File: config.mk
export PLATFORM = sky130hd
export DESIGN_NAME = rf_wb_queue_flat
export DESIGN_NICKNAME = d
export VERILOG_FILES = /design/src/rtl/rf_wb_queue_pkg.sv /design/src/rtl/rf_wb_queue_if.sv /design/src/rtl/rf_wb_queue_wb_fifo.sv /design/src/rtl/rf_wb_queue.sv /design/src/flat_wrapper.sv
export SDC_FILE = /design/constraint.sdc
export NUM_CORES = 1
export LEC_CHECK = 0
export BUFFER_PORTS_ARGS = -buffer_cell sky130_fd_sc_hd__buf_2
export CAP_MARGIN = 20
export CORE_ASPECT_RATIO = 0.5
export CORE_MARGIN = 5
export CORE_UTILIZATION = 60
export DETAILED_ROUTE_END_ITERATION = 10
export PLACE_DENSITY = 0.88
export SYNTH_ARGS = -nofsm -noshare
export SYNTH_HDL_FRONTEND = slang
export SYNTH_SLANG_ARGS = --single-unit
File: constraint.sdc
create_clock -name i_clk -period 5.93 [get_ports i_clk]
set_input_delay 1.4825 -clock i_clk [delete_from_list [all_inputs] [get_ports i_clk]]
set_output_delay 1.4825 -clock i_clk [all_outputs]
set_load 0.02 [all_outputs]
File: src/rtl/rf_wb_queue_pkg.sv
// Shared types for the register-file write-back queue.
// Latency: n/a (types and defaults only).
// Backpressure: n/a.
package rf_wb_queue_pkg;

  localparam int DATA_W_DEF = 64;
  localparam int DEPTH_DEF  = 4;
  localparam int REG_IDX_W  = 5;

  typedef logic [REG_IDX_W-1:0] reg_idx_t;

  // One pending register-file write at the default data width.
  typedef struct packed {
    reg_idx_t                rd;
    logic [DATA_W_DEF-1:0]   data;
  } entry_t;

endpackage

File: src/rtl/rf_wb_queue_if.sv
// Handshake and write-port bundle between result producers, decode and the queue.
// Latency: n/a (wiring only).
// Backpressure: ready/valid on the two sources, i_wb_stall on the write port.
interface rf_wb_queue_if #(
  parameter int DATA_W = rf_wb_queue_pkg::DATA_W_DEF,
  parameter int DEPTH  = rf_wb_queue_pkg::DEPTH_DEF
);
  import rf_wb_queue_pkg::*;

  localparam int CW = $clog2(DEPTH + 1);

  logic              i_ld_valid;
  logic              o_ld_ready;
  reg_idx_t          i_ld_rd;
  logic [DATA_W-1:0] i_ld_data;

  logic              i_alu_valid;
  logic              o_alu_ready;
  reg_idx_t          i_alu_rd;
  logic [DATA_W-1:0] i_alu_data;

  logic              i_wb_stall;
  logic              o_RegWrite;
  reg_idx_t          o_WriteReg;
  logic [DATA_W-1:0] o_WriteData;

  reg_idx_t          i_query_rd1;
  reg_idx_t          i_query_rd2;
  logic              o_pend1;
  logic              o_pend2;

  logic [CW-1:0]     o_count;
  logic              o_empty;

  // Queue side.
  modport slave (
    input  i_ld_valid, i_ld_rd, i_ld_data,
    input  i_alu_valid, i_alu_rd, i_alu_data,
    input  i_wb_stall, i_query_rd1, i_query_rd2,
    output o_ld_ready, o_alu_ready,
    output o_RegWrite, o_WriteReg, o_WriteData,
    output o_pend1, o_pend2, o_count, o_empty
  );

  // Producer / decode / register-file side.
  modport master (
    output i_ld_valid, i_ld_rd, i_ld_data,
    output i_alu_valid, i_alu_rd, i_alu_data,
    output i_wb_stall, i_query_rd1, i_query_rd2,
    input  o_ld_ready, o_alu_ready,
    input  o_RegWrite, o_WriteReg, o_WriteData,
    input  o_pend1, o_pend2, o_count, o_empty
  );

endinterface

File: src/rtl/rf_wb_queue_wb_fifo.sv
// Generic synchronous FIFO; exposes its storage so the owner can scan valid entries.
// Latency: a push is visible at the head from the cycle after the push edge.
// Backpressure: none internally; the owner must not push when full without popping.
module wb_fifo #(
  parameter int W     = 69,
  parameter int DEPTH = 4,
  localparam int PW   = $clog2(DEPTH),
  localparam int CW   = $clog2(DEPTH + 1)
) (
  input  logic                      i_clk,
  input  logic                      i_rst_n,
  input  logic                      i_push,
  input  logic [W-1:0]              i_push_dat,
  input  logic                      i_pop,
  output logic [W-1:0]              o_head_dat,
  output logic [DEPTH-1:0][W-1:0]   o_mem,
  output logic [PW-1:0]             o_rd_ptr,
  output logic [CW-1:0]             o_count
);

  logic [DEPTH-1:0][W-1:0] r_mem;
  logic [PW-1:0]           r_wr_ptr;
  logic [PW-1:0]           r_rd_ptr;
  logic [CW-1:0]           r_count;

  // Storage, pointers and occupancy; pointers wrap naturally at the power-of-two depth.
  always_ff @(posedge i_clk or negedge i_rst_n) begin
    if (!i_rst_n) begin
      r_mem    <= '0;
      r_wr_ptr <= '0;
      r_rd_ptr <= '0;
      r_count  <= '0;
    end else begin
      if (i_push) begin
        r_mem[r_wr_ptr] <= i_push_dat;
        r_wr_ptr        <= r_wr_ptr + PW'(1);
      end
      if (i_pop) begin
        r_rd_ptr <= r_rd_ptr + PW'(1);
      end
      case ({i_push, i_pop})
        2'b10:   r_count <= r_count + CW'(1);
        2'b01:   r_count <= r_count - CW'(1);
        default: r_count <= r_count;
      endcase
    end
  end

  assign o_head_dat = r_mem[r_rd_ptr];
  assign o_mem      = r_mem;
  assign o_rd_ptr   = r_rd_ptr;
  assign o_count    = r_count;

endmodule

File: src/rtl/rf_wb_queue.sv
// Write-back queue: arbitrates load/ALU results into a FIFO that drains into the register file.
// Latency: an entry enqueued at edge N drives the write port in cycle N+1 (no bypass).
// Backpressure: readies drop when full and not draining; i_wb_stall freezes the head.
module rf_wb_queue
  import rf_wb_queue_pkg::*;
#(
  parameter int DATA_W = DATA_W_DEF,
  parameter int DEPTH  = DEPTH_DEF
) (
  input  logic           i_clk,
  input  logic           i_rst_n,
  rf_wb_queue_if.slave   bus
);

  localparam int RW = REG_IDX_W;
  localparam int EW = RW + DATA_W;
  localparam int PW = $clog2(DEPTH);
  localparam int CW = $clog2(DEPTH + 1);

  logic                      w_empty;
  logic                      w_deq;
  logic                      w_ld_ready;
  logic                      w_alu_ready;
  logic                      w_ld_fire;
  logic                      w_alu_fire;
  logic                      w_push;
  logic [EW-1:0]             w_push_dat;
  logic [EW-1:0]             w_head_dat;
  logic [DEPTH-1:0][EW-1:0]  w_mem;
  logic [PW-1:0]             w_rd_ptr;
  logic [CW-1:0]             w_count;
  logic [DEPTH-1:0]          w_vld;
  logic [DEPTH-1:0]          w_hit1;
  logic [DEPTH-1:0]          w_hit2;

  assign w_empty = (w_count == '0);
  // The head retires whenever one exists and the register file can take it.
  assign w_deq   = !w_empty && !bus.i_wb_stall;

  // A slot is available if not full, or if the head leaves on the same edge.
  // Readies are forced low while reset is held.
  assign w_ld_ready  = i_rst_n && ((w_count < CW'(DEPTH)) || w_deq);
  assign w_alu_ready = w_ld_ready && !bus.i_ld_valid;

  assign w_ld_fire  = bus.i_ld_valid  && w_ld_ready;
  assign w_alu_fire = bus.i_alu_valid && w_alu_ready;

  // Writes to x0 complete the handshake but are dropped here.
  assign w_push     = (w_ld_fire  && (bus.i_ld_rd  != '0)) ||
                      (w_alu_fire && (bus.i_alu_rd != '0));
  assign w_push_dat = w_ld_fire ? {bus.i_ld_rd,  bus.i_ld_data}
                                : {bus.i_alu_rd, bus.i_alu_data};

  wb_fifo #(
    .W     (EW),
    .DEPTH (DEPTH)
  ) u_fifo (
    .i_clk      (i_clk),
    .i_rst_n    (i_rst_n),
    .i_push     (w_push),
    .i_push_dat (w_push_dat),
    .i_pop      (w_deq),
    .o_head_dat (w_head_dat),
    .o_mem      (w_mem),
    .o_rd_ptr   (w_rd_ptr),
    .o_count    (w_count)
  );

  // Pending-write match: slot g is live if its distance from the head is below the count.
  for (genvar g = 0; g < DEPTH; g++) begin : g_ent
    logic [PW-1:0] w_off;
    assign w_off     = PW'(g) - w_rd_ptr;
    assign w_vld[g]  = ({1'b0, w_off} < w_count);
    assign w_hit1[g] = w_vld[g] && (w_mem[g][EW-1 -: RW] == bus.i_query_rd1);
    assign w_hit2[g] = w_vld[g] && (w_mem[g][EW-1 -: RW] == bus.i_query_rd2);
  end

  assign bus.o_pend1 = (bus.i_query_rd1 != '0) && (|w_hit1);
  assign bus.o_pend2 = (bus.i_query_rd2 != '0) && (|w_hit2);

  // Write port shows zeros whenever there is nothing to retire (including reset).
  assign bus.o_RegWrite  = w_deq;
  assign bus.o_WriteReg  = w_empty ? '0 : w_head_dat[EW-1 -: RW];
  assign bus.o_WriteData = w_empty ? '0 : w_head_dat[DATA_W-1:0];

  assign bus.o_ld_ready  = w_ld_ready;
  assign bus.o_alu_ready = w_alu_ready;
  assign bus.o_count     = w_count;
  assign bus.o_empty     = w_empty;

endmodule

File: src/flat_wrapper.sv
// flat-port wrapper written by rule: the top's interface ports become plain ports
module rf_wb_queue_flat import rf_wb_queue_pkg::*;
#(
  parameter int DATA_W = DATA_W_DEF,
  parameter int DEPTH  = DEPTH_DEF
)
  (i_clk, i_rst_n, bus_i_ld_valid, bus_i_ld_rd, bus_i_ld_data, bus_i_alu_valid, bus_i_alu_rd, bus_i_alu_data, bus_i_wb_stall, bus_i_query_rd1, bus_i_query_rd2, bus_o_ld_ready, bus_o_alu_ready, bus_o_RegWrite, bus_o_WriteReg, bus_o_WriteData, bus_o_pend1, bus_o_pend2, bus_o_count, bus_o_empty);
  rf_wb_queue_if #(.DATA_W(DATA_W), .DEPTH(DEPTH)) bus_i ();
  input  logic i_clk;
  input  logic i_rst_n;
  input wire logic [$bits(bus_i.i_ld_valid)-1:0] bus_i_ld_valid;
  input wire logic [$bits(bus_i.i_ld_rd)-1:0] bus_i_ld_rd;
  input wire logic [$bits(bus_i.i_ld_data)-1:0] bus_i_ld_data;
  input wire logic [$bits(bus_i.i_alu_valid)-1:0] bus_i_alu_valid;
  input wire logic [$bits(bus_i.i_alu_rd)-1:0] bus_i_alu_rd;
  input wire logic [$bits(bus_i.i_alu_data)-1:0] bus_i_alu_data;
  input wire logic [$bits(bus_i.i_wb_stall)-1:0] bus_i_wb_stall;
  input wire logic [$bits(bus_i.i_query_rd1)-1:0] bus_i_query_rd1;
  input wire logic [$bits(bus_i.i_query_rd2)-1:0] bus_i_query_rd2;
  output wire logic [$bits(bus_i.o_ld_ready)-1:0] bus_o_ld_ready;
  output wire logic [$bits(bus_i.o_alu_ready)-1:0] bus_o_alu_ready;
  output wire logic [$bits(bus_i.o_RegWrite)-1:0] bus_o_RegWrite;
  output wire logic [$bits(bus_i.o_WriteReg)-1:0] bus_o_WriteReg;
  output wire logic [$bits(bus_i.o_WriteData)-1:0] bus_o_WriteData;
  output wire logic [$bits(bus_i.o_pend1)-1:0] bus_o_pend1;
  output wire logic [$bits(bus_i.o_pend2)-1:0] bus_o_pend2;
  output wire logic [$bits(bus_i.o_count)-1:0] bus_o_count;
  output wire logic [$bits(bus_i.o_empty)-1:0] bus_o_empty;
  assign bus_i.i_ld_valid = bus_i_ld_valid;
  assign bus_i.i_ld_rd = bus_i_ld_rd;
  assign bus_i.i_ld_data = bus_i_ld_data;
  assign bus_i.i_alu_valid = bus_i_alu_valid;
  assign bus_i.i_alu_rd = bus_i_alu_rd;
  assign bus_i.i_alu_data = bus_i_alu_data;
  assign bus_i.i_wb_stall = bus_i_wb_stall;
  assign bus_i.i_query_rd1 = bus_i_query_rd1;
  assign bus_i.i_query_rd2 = bus_i_query_rd2;
  assign bus_o_ld_ready = bus_i.o_ld_ready;
  assign bus_o_alu_ready = bus_i.o_alu_ready;
  assign bus_o_RegWrite = bus_i.o_RegWrite;
  assign bus_o_WriteReg = bus_i.o_WriteReg;
  assign bus_o_WriteData = bus_i.o_WriteData;
  assign bus_o_pend1 = bus_i.o_pend1;
  assign bus_o_pend2 = bus_i.o_pend2;
  assign bus_o_count = bus_i.o_count;
  assign bus_o_empty = bus_i.o_empty;
  rf_wb_queue #(.DATA_W(DATA_W), .DEPTH(DEPTH)) u_core (.i_clk(i_clk), .i_rst_n(i_rst_n), .bus(bus_i));
endmodule
==> metrics.yaml, run 1 <==
placed_design:
  place_ws_ps: 1594
  gp_congestion: 0.8510
  port_buffers: 230
  post-place-cells: 1721
  place_area_um2: 14880
  dpl.hpwl_um: 22490
synthesis:
  yosysTopAreaCell: "dfrtp_1"
  syn_inst: 1267
  syn-cell-area_um2: 13780
  synth_common_cells: "dfrtp_1 (283), nor2_1 (280), a21oi_1 (279)"
  yosysWarnings: 0
  avgSynthCellArea_um2: 10.88
  ys_types: 32
  synth_seq_cells: 283
  syn_nets: 1430
  synthAdderAreaFrac_pct: 0.9625
  synth_compound_area_share_pct: 11.03
  yosysMostFrequentCell: "dfrtp_1"
  ys.flop_type: "dfrtp_1"
  synth_area_leaders: "dfrtp_1 (51%), mux4_2 (11%), a21oi_1 (10%)"
  synth.top_cell.area_share_pct: 51.39
  synth_top_family_by_area: "multiplexers"
  muxShareOfSynthArea_pct: 16.37
  synth_edf_count: 0
  ys_seq_area_share_pct: 51.39
  synthXorXnorAreaFrac_pct: 2.987
  yosys.area_share.simple_pct: 12.24
  async_flop_share_pct: 100.0
cts:
  ctsResizeCount: 0
  cts.sinks: 283
  clk_latency_ps: 530
  ctsHoldBuffers: 0
  cts_root_buf: "clkbuf_16"
  cts_tree: "yes"
  h-tree-depth: 1
  cts_inserted_buffers: 26
  clockBufferDepth: 3
  post_cts_buffers: 0
  clk_pin_slew_worst_paths_ps: 70
sta:
  finalSetupViolations: 0
  max-slew-margin-rel_pct: 25.58
  slew_viol_final: 0
  fmax_mhz: 218.7
  skew_ps: 22.59
  worstMarginPinSlew_ps: 1116
  fin_crit_ps: 4573
  finalCritPeriodShare_pct: 77.12
  hold_viol_final: 0
  layout_setup_ws_ps: 1357
  tns_ps: 0
  rsz0062_at_grt: "no"
floorplan:
  start_util_pct: 60.73
  num_rows: 39
  ios: 231
  core_um2: 22690
  chipWidth_um: 224.3
  dieArea_um2: 26280
  die_height_um: 117.2
run:
  drv_cap: 0
global_routing:
  grt_max_degree: 85
  grt_usage_pct: 26.17
  grt_overflow_total: 0
  antenna_found_initial: 6
  grt_pass1_vias: 10843
  grt_pass1_wl_um: 55070
drt:
  drc: 0
  viasPerCell: 5.830
  detail_route.wl_per_cell_um: 19.49
  wl_um: 34590
  num_vias: 10349
  drt-initial-drc-count: 1046
  drt-pass1-iter-count: 5
  antenna_left: 0
worst_setup_path:
  arrival_ps: 3090
  cp-end-kind: "primary output"
  worstSetupPathType: "reg -> out"
  worst-r2r-cell-count: 5
  cp_data_required_time_ps: 4450
  rr_endpoint: "u_core.u_fifo.o_mem[170]$_DFFE_PN0P_"
  path_max_fanout: 41
  rrSetupSlack_ps: 3110
  endpoint: "bus_o_pend1"
  startpoint_type: "register"
  rr_startpoint: "u_core.u_fifo.o_count[2]$_DFFE_PN0P_"
  startpoint: "u_core.u_fifo.o_rd_ptr[0]$_DFFE_PN0P_"
power:
  power_density_nw_per_um2: 638.6
  ir_drop_mv: 0.2585
  p_leak_uw: 0.007091
final_layout:
  finish.utilization_pct: 69.92
  drive_gt1_share_pct: 25.72
  layoutNonFillerInstCount: 1775
  final_cell_area_um2: 15870
  area_growth_pct: 15.14
  final_nets: 1607
  nFillCells: 1587
run_status:
  status: "completed"
min_path:
  hold_start: "u_core.u_fifo.o_mem[209]$_DFFE_PN0P_"
  worstHoldPathType: "reg -> reg"
==> state kept, by name, summed over array words and instances, names as in the netlist <==
name and count:
u_core.u_fifo.o_count 3, u_core.u_fifo.r_wr_ptr 2, u_core.u_fifo.o_rd_ptr 2, u_core.u_fifo.o_mem 276
==> metal layers <==
metal	routed length [µm]	vias up	track usage, %
met5	0	-	0
li1	-	4711	-
met4	1139	0	10.09
met2	17770	379	45.30
met1	13800	5177	34.58
met3	1889	82	3.713
==> cells by family (layout without fill, tap and decap cells) <==
group,count (synthesis),in the layout
and+or+nand+nor,386,386
AOI/OAI and AO/OA,292,292
DFF,283,283
muxes,139,139
buffers and inverters,110,305
xor gates and xnor gates,47,47
adders and majority gates,10,10
other,0,6
==> worst min path at each step <==
stage | to | slack (ps) | cells past startpoint
after floorplan | u_core.u_fifo.o_mem[183]$_DFFE_PN0P_ | 490 | 2
after global placement | u_core.u_fifo.o_mem[32]$_DFFE_PN0P_ | 500 | 2
after detailed placement | u_core.u_fifo.o_mem[209]$_DFFE_PN0P_ | 510 | 2
after CTS | u_core.u_fifo.o_mem[239]$_DFFE_PN0P_ | 530 | 2
after global routing | u_core.u_fifo.o_mem[116]$_DFFE_PN0P_ | 550 | 2
final | u_core.u_fifo.o_mem[209]$_DFFE_PN0P_ | 520 | 2
==> through the flow <==
step,power [µW],hold WS [ps]
after global routing,10790,545.1
after detailed placement,8308,514.1
final,10130,524.4
after global placement,8033,500.3
after CTS,10160,527.9
after floorplan,6904,489.5
==> where the power goes <==
group	total, µW	internal [µW]	switching (µW)
combinational	4690	2120	2570
clock	1810	1090	725
sequential	3630	2900	724
total	10100	6110	4020
==> layout make-up <==
cell class	instances	area, µm²	share of cell area, %
Sequential cell	283	7089	44.68
Multi-Input combinational cell	874	6047	38.12
Timing Repair Buffer	250	1369	8.628
Clock buffer	34	732.0	4.614
Tap cell	307	384.1	2.421
Clock inverter	12	195.2	1.230
Inverter	9	33.78	0.2129
Antenna cell	6	15.01	0.09464
==> worst max-delay path: stages (launching register included) <==
cell      delay, ps
dfrtp_4         980
xnor2_1         240
inv_1            80
ha_1            270
nand2b_1         80
o22ai_1         110
nor4_1          360
nor4_1          100
a21oi_1         150
buf_2           190
==> cells in the final DEF, fill, tap and decap left out, types with 2 or more instances in the layout <==
| master | netlist | layout |
|---|---|---|
| a21oi_1 | 279 | 279 |
| a21oi_4 | 0 | 4 |
| buf_12 | 0 | 3 |
| buf_2 | 36 | 229 |
| buf_4 | 2 | 16 |
| bufinv_16 | 0 | 5 |
| clkbuf_1 | 25 | 4 |
| clkbuf_16 | 0 | 27 |
| clkbuf_8 | 0 | 3 |
| clkinv_2 | 0 | 4 |
| dfrtp_1 | 283 | 281 |
| dfrtp_4 | 0 | 2 |
| diode_2 | 0 | 6 |
| ha_1 | 9 | 9 |
| inv_1 | 9 | 9 |
| mux2i_1 | 69 | 69 |
| mux4_2 | 69 | 69 |
| nand2_1 | 8 | 8 |
| nand2b_1 | 2 | 2 |
| nand3_1 | 8 | 8 |
| nor2_1 | 280 | 280 |
| nor2b_1 | 72 | 72 |
| nor3_1 | 3 | 2 |
| nor4_1 | 10 | 10 |
| o21ai_4 | 2 | 2 |
| o21ba_2 | 2 | 2 |
| o22ai_1 | 2 | 2 |
| xnor2_1 | 28 | 28 |
| xor2_1 | 19 | 19 |
Power figures use the tool's default switching activity.
==> run 2, diff against run 1 <==
CORE_UTILIZATION = 57   (was 60)
PLACE_DENSITY = 0.85   (was 0.88)
clock period = 4.8 ns   (was 5.93 ns; I/O delays follow)
==> run 2 against run 1 <==
Register-to-register slack worse by 830 ps. Utilization down 3.8 points. Critical path type unchanged. Design area down 0.52%. Largest power group unchanged. Clock-buffer cell count increased by 2.
==> metrics.yaml, run 2 (synthesis results as in run 1) <==
run_status:
  status: "completed"
cts:
  cts_tree: "yes"
  h-tree-depth: 1  # unchanged
  clockBufferDepth: 3  # unchanged
  ctsHoldBuffers: 0  # unchanged
  cts_root_buf: "clkbuf_16"
  ctsResizeCount: 0  # unchanged
  clk_pin_slew_worst_paths_ps: 70  # about the same
  cts.sinks: 283  # unchanged
  cts_inserted_buffers: 26  # unchanged
  clk_latency_ps: 560  # +30 ps
  post_cts_buffers: 0  # unchanged
worst_setup_path:
  worst-r2r-cell-count: 6  # +1
  startpoint_type: "register"
  rrSetupSlack_ps: 2280  # -830 ps
  cp-end-kind: "primary output"
  arrival_ps: 3000  # -90 ps
  worstSetupPathType: "reg -> out"
  rr_endpoint: "u_core.u_fifo.o_mem[122]$_DFFE_PN0P_"
  path_max_fanout: 42  # +2.4%
  rr_startpoint: "u_core.u_fifo.o_count[2]$_DFFE_PN0P_"
  cp_data_required_time_ps: 3600  # -850 ps
global_routing:
  grt_max_degree: 103  # +21%
  grt_usage_pct: 25.02  # -1.2 points
  grt_overflow_total: 0  # unchanged
  grt_pass1_vias: 11265  # +3.9%
  grt_pass1_wl_um: 56580  # +2.7%
  antenna_found_initial: 0  # -6
power:
  pwr-share-seq_pct: 36.2  # +0.4 points
  pwr-share-clk_pct: 16.9  # -1.0 points
  p_leak_uw: 0.007050  # -0.58%
  netSwitchingFraction_pct: 40.27  # +0.61 points
  total_power_uw: 12340  # +22%
  p_int_uw: 7371  # +21%
  p_sw_uw: 4970  # +24%
  ir_drop_mv: 0.3511  # +36%
  power_density_nw_per_um2: 781.9  # +22%
  comb_power_share_pct: 46.9  # +0.6 points
final_layout:
  final_nets: 1604  # -0.19%
  area_growth_pct: 14.54
  layout_common_cells: "dfrtp_1 (281), nor2_1 (280), a21oi_1 (279), buf_2 (229), nor2b_1 (72)"
  final_common_cell: "dfrtp_1"
  finish.utilization_pct: 66.11  # -3.8 points
  diodes: 0  # -6
  largest_reg_flops: 276  # unchanged
  drive_gt1_share_pct: 25.63  # -0.084 points
floorplan:
  dieArea_um2: 27570  # +4.9%
  start_util_pct: 57.72  # -3.0 points
  core_um2: 23870  # +5.2%
  num_rows: 40  # +2.6%
  ios: 231  # unchanged
  chipWidth_um: 229.9  # +2.5%
  die_height_um: 119.9  # +2.4%
sta:
  holdWs_ps: 527.6  # +3.137 ps
  finalSetupViolations: 0  # unchanged
  finalCritPeriodShare_pct: 87.53
  worstMarginPinSlew_ps: 945.8  # -170.5 ps
  tns_ps: 0  # unchanged
  slew_viol_final: 0  # unchanged
  hold_viol_final: 0  # unchanged
  fin_crit_ps: 4201
  skew_ps: 27.26  # +4.669 ps
  fmax_mhz: 238.0
  rsz0062_at_grt: "no"
  max-slew-margin-rel_pct: 36.95  # +11 points
run:
  drv_cap: 0  # unchanged
drt:
  drt-initial-drc-count: 1073  # +2.6%
  wl_um: 34250  # -1.0%
  drc: 0  # unchanged
  antenna_left: 0  # unchanged
  viasPerCell: 5.873  # +0.73%
  num_vias: 10419  # +0.68%
  detail_route.wl_per_cell_um: 19.30  # -0.95%
  drt-pass1-iter-count: 5  # unchanged
min_path:
  hold_depth: 2  # unchanged
  worstHoldPathType: "reg -> reg"
  whs_endpoint: "u_core.u_fifo.o_mem[108]$_DFFE_PN0P_"
  hold_start: "u_core.u_fifo.o_mem[108]$_DFFE_PN0P_"
placed_design:
  port_buffers: 230  # unchanged
  dpl.hpwl_um: 22350  # -0.63%
  gp_congestion: 0.8938  # +5.0%
-- run 2: cell count changes in the layout (fill, tap and decap cells not counted), moves of 2 or more --
cell	before	now
clkbuf_8	3	7
diode_2	6	0
buf_12	3	5
buf_4	16	12
clkinv_2	4	6
bufinv_16	5	1
-- run 2: metrics by stage --
step           worst slack (ps)  cells  cell area, µm²
3_5_place_dp               1130   1728           14920
4_1_cts                   602.5   1774           15780
6_report                  598.5   1774           15780
3_3_place_gp               1162   1728           14920
5_1_grt                   392.2   1774           15780
2_1_floorplan              1275   1267           13780
-- run 2: power by group through the flow --
stage          clock network [µW]  logic [µW]  registers (µW)
2_1_floorplan                   0        4420            4110
3_3_place_gp                    0        5580            4340
3_5_place_dp                    0        5790            4480
4_1_cts                      2120        5850            4440
5_1_grt                      2230        6340            4600
6_report                     2090        5780            4470
-- run 2: how the worst max path moves through the flow --
stage | from | to | slack (ps) | cells past startpoint
after floorplan | bus_i_query_rd2[4] | bus_o_pend2 | 1270 | 6
after global placement | i_rst_n | bus_o_alu_ready | 1160 | 4
after detailed placement | i_rst_n | bus_o_alu_ready | 1130 | 4
after CTS | u_core.u_fifo.o_rd_ptr[1]$_DFFE_PN0P_ | bus_o_pend1 | 600 | 8
after global routing | u_core.u_fifo.o_rd_ptr[1]$_DFFE_PN0P_ | bus_o_pend1 | 390 | 8
final | u_core.u_fifo.o_rd_ptr[1]$_DFFE_PN0P_ | bus_o_pend2 | 600 | 8
-- run 2: worst max-delay path, stage by stage (launching register included) --
cell      delay [ps]
dfrtp_4          900
inv_1            110
ha_1             310
a21boi_0         120
o21ba_2          230
nor4_1           370
nor4_1           100
a21oi_1          140
buf_2            180
-- run 2: layout make-up --
cell class / count / area (µm²)
Fill cell: 1731 / 8090
Sequential cell: 283 / 7089
Multi-Input combinational cell: 874 / 6047
Timing Repair Buffer: 247 / 1351
Tap cell: 315 / 394.1
Inverter: 9 / 33.78
Clock inverter: 10 / 108.9
Clock buffer: 36 / 758.2
-- run 2: per-layer routing --
metal / up-vias / wire (µm) / track usage, %
met5: - / 0 / 0
li1: 4710 / - / -
met2: 393 / 17950 / 44.99
met3: 79 / 1907 / 3.664
met4: 0 / 898 / 8.318
met1: 5237 / 13490 / 31.57
==> run 3, diff against run 2 <==
CORE_UTILIZATION = 55   (was 57)
PLACE_DENSITY = 0.82   (was 0.85)
SKIP_CTS_REPAIR_TIMING = 1   (was unset)
==> run 3 against run 2 <==
Clock-buffer cell count down 4. Combinational power about the same. Sequential share of layout area down 0.25 points. Fmax down 2.0%. Critical endpoint is now bus_o_pend1. Largest cell class unchanged. Critical path depth up 1.
==> metrics.yaml, run 3 (synthesis results as in run 1) <==
worst_setup_path:
  slowest_stage: "dfrtp_4"
  cp_data_required_time_ps: 3600  # about the same
  rr_endpoint: "u_core.u_fifo.o_count[2]$_DFFE_PN0P_"
  worstSetupPathType: "reg -> out"
  rr_startpoint: "u_core.u_fifo.o_count[2]$_DFFE_PN0P_"
  rrSetupSlack_ps: 2320  # +40 ps
  cp-end-kind: "primary output"
  startpoint: "u_core.u_fifo.o_rd_ptr[1]$_DFFE_PN0P_"
  startpoint_type: "register"
  path_max_fanout: 46  # +9.5%
  worst-r2r-cell-count: 9  # +3
  path_common_cell: "nor4_1"
  arrival_ps: 3090  # +90 ps
  endpoint: "bus_o_pend1"
  critPathMaxStageDelay_ps: 920  # +20 ps
  cp_cell_sequence: "xnor2_1 > inv_1 > ha_1 > nand2b_1 > o22ai_1 > nor4_1 > nor4_1 > a21oi_1 > buf_2"
cts:
  h-tree-depth: 1  # unchanged
  cts_tree: "yes"
  clockBufferDepth: 3  # unchanged
  cts_inserted_buffers: 26  # unchanged
  clk_pin_slew_worst_paths_ps: 70  # about the same
  cts.sinks: 283  # unchanged
  cts_root_buf: "clkbuf_16"
  clk_latency_ps: 540  # -20 ps
final_layout:
  nFillCells: 1818  # +5.0%
  layout_common_cells: "dfrtp_1 (281), nor2_1 (280), a21oi_1 (279), buf_2 (229), nor2b_1 (72)"
  area_growth_pct: 15.19
  diodes: 0  # unchanged
  largest_reg_flops: 276  # unchanged
  final_common_cell: "dfrtp_1"
  drive_gt1_share_pct: 25.68  # +0.051 points
  multi_input_area_um2: 6047  # unchanged
  final_nets: 1604  # unchanged
  regArea_um2: 7089  # unchanged
power:
  power_density_nw_per_um2: 784.2  # +0.29%
  ir_drop_mv: 0.3927  # +12%
  total_power_uw: 12450  # +0.87%
  p_leak_uw: 0.007072  # +0.31%
run:
  drv_cap: 0  # unchanged
drt:
  wl_um: 34090  # -0.44%
  drc: 0  # unchanged
  antenna_left: 0  # unchanged
  viasPerCell: 5.692  # -3.1%
  drt-initial-drc-count: 987  # -8.0%
  num_vias: 10222  # -1.9%
  drt-pass1-iter-count: 5  # unchanged
  detail_route.wl_per_cell_um: 18.98  # -1.7%
sta:
  rsz0062_at_grt: "no"
  fmax_mhz: 233.3  # -2.0%
  fin_crit_ps: 4286  # +84.97 ps
  finalCritPeriodShare_pct: 89.30  # +1.8 points
  slew_viol_final: 0  # unchanged
  tns_ps: 0  # unchanged
  worstMarginPinSlew_ps: 887.8  # -58.00 ps
  skew_ps: 9.108  # -18.15 ps
  layout_setup_ws_ps: 513.5  # -84.97 ps
  max-slew-margin-rel_pct: 40.81  # +3.9 points
  finalSetupViolations: 0  # unchanged
  hold_viol_final: 0  # unchanged
global_routing:
  grt_usage_pct: 24.12  # -0.90 points
  grt_pass1_vias: 11038  # -2.0%
  antenna_found_initial: 0  # unchanged
  grt_overflow_total: 0  # unchanged
  grt_pass1_wl_um: 55390  # -2.1%
  grt_max_degree: 111  # +7.8%
placed_design:
  dpl.hpwl_um: 21890  # -2.1%
  port_buffers: 230  # unchanged
  gp_congestion: 0.8718  # -2.5%
  place_ws_ps: 1124  # -6.640 ps
run_status:
  status: "completed"
floorplan:
  start_util_pct: 56.65  # -1.1 points
  dieArea_um2: 28510  # +3.4%
  die_height_um: 121.9  # +1.7%
  chipWidth_um: 233.8  # +1.7%
  num_rows: 40  # unchanged
  core_um2: 24320  # +1.9%
  ios: 231  # unchanged
min_path:
  worstHoldPathType: "reg -> reg"
run 3: worst min path at each step:
| stage | start | endpoint | slack (ps) | cells after the start |
|---|---|---|---|---|
| floorplan | u_core.u_fifo.o_mem[183]$_DFFE_PN0P_ | u_core.u_fifo.o_mem[183]$_DFFE_PN0P_ | 490 | 2 |
| global placement | u_core.u_fifo.o_mem[0]$_DFFE_PN0P_ | u_core.u_fifo.o_mem[0]$_DFFE_PN0P_ | 500 | 2 |
| detailed placement | u_core.u_fifo.o_mem[139]$_DFFE_PN0P_ | u_core.u_fifo.o_mem[139]$_DFFE_PN0P_ | 510 | 2 |
| CTS | u_core.u_fifo.o_mem[173]$_DFFE_PN0P_ | u_core.u_fifo.o_mem[173]$_DFFE_PN0P_ | 530 | 2 |
| global route | u_core.u_fifo.o_mem[173]$_DFFE_PN0P_ | u_core.u_fifo.o_mem[173]$_DFFE_PN0P_ | 540 | 2 |
| finish | u_core.u_fifo.o_mem[40]$_DFFE_PN0P_ | u_core.u_fifo.o_mem[40]$_DFFE_PN0P_ | 530 | 2 |
run 3: final cells by class:
type,instances,area share (%)
multi-input cells,874,38.10
inverters,9,0.2128
clock buffers,32,4.430
clock inverters,15,1.230
flip-flops and latches,283,44.66
well taps,336,2.649
repair buffers,247,8.718
run 3: worst max-delay path, delay by kind of cell, from the launching register on:
| kind | cells | cell delay [ps] |
|---|---|---|
| adder cells (fa/ha/maj) | 1 | 280 |
| AND/OR/NAND/NOR | 3 | 580 |
| XOR/XNOR | 1 | 210 |
| flip-flops | 1 | 920 |
| buffers and inverters | 2 | 250 |
| AO/OA/AOI/OAI | 2 | 300 |
run 3: routing by layer:
metal  global-route usage (%)  vias up  part of all wire, %
li1                         -     4714                    -
met1                    30.14     5106                   39
met2                    43.52      330                   53
met3                    3.912       72                  5.0
met4                    7.732        0                  2.7
met5                        0        -                    0
run 3: report_power, final:
part / switching [µW] / total (µW) / internal (µW)
sequential: 902 / 4490 / 3590
clock: 914 / 2180 / 1260
combinational: 3160 / 5780 / 2620
total: 4970 / 12400 / 7470
run 3: metrics by stage:
stage	std cells	utilization, %	hold slack [ps]	area, µm²
2_1_floorplan	1267	-	489.5	13780
3_3_place_gp	1748	61.45	501.0	14950
3_5_place_dp	1748	61.45	513.1	14950
4_1_cts	1795	65.14	528.3	15850
5_1_grt	1796	65.26	544.2	15870
6_report	1796	65.26	526.6	15870
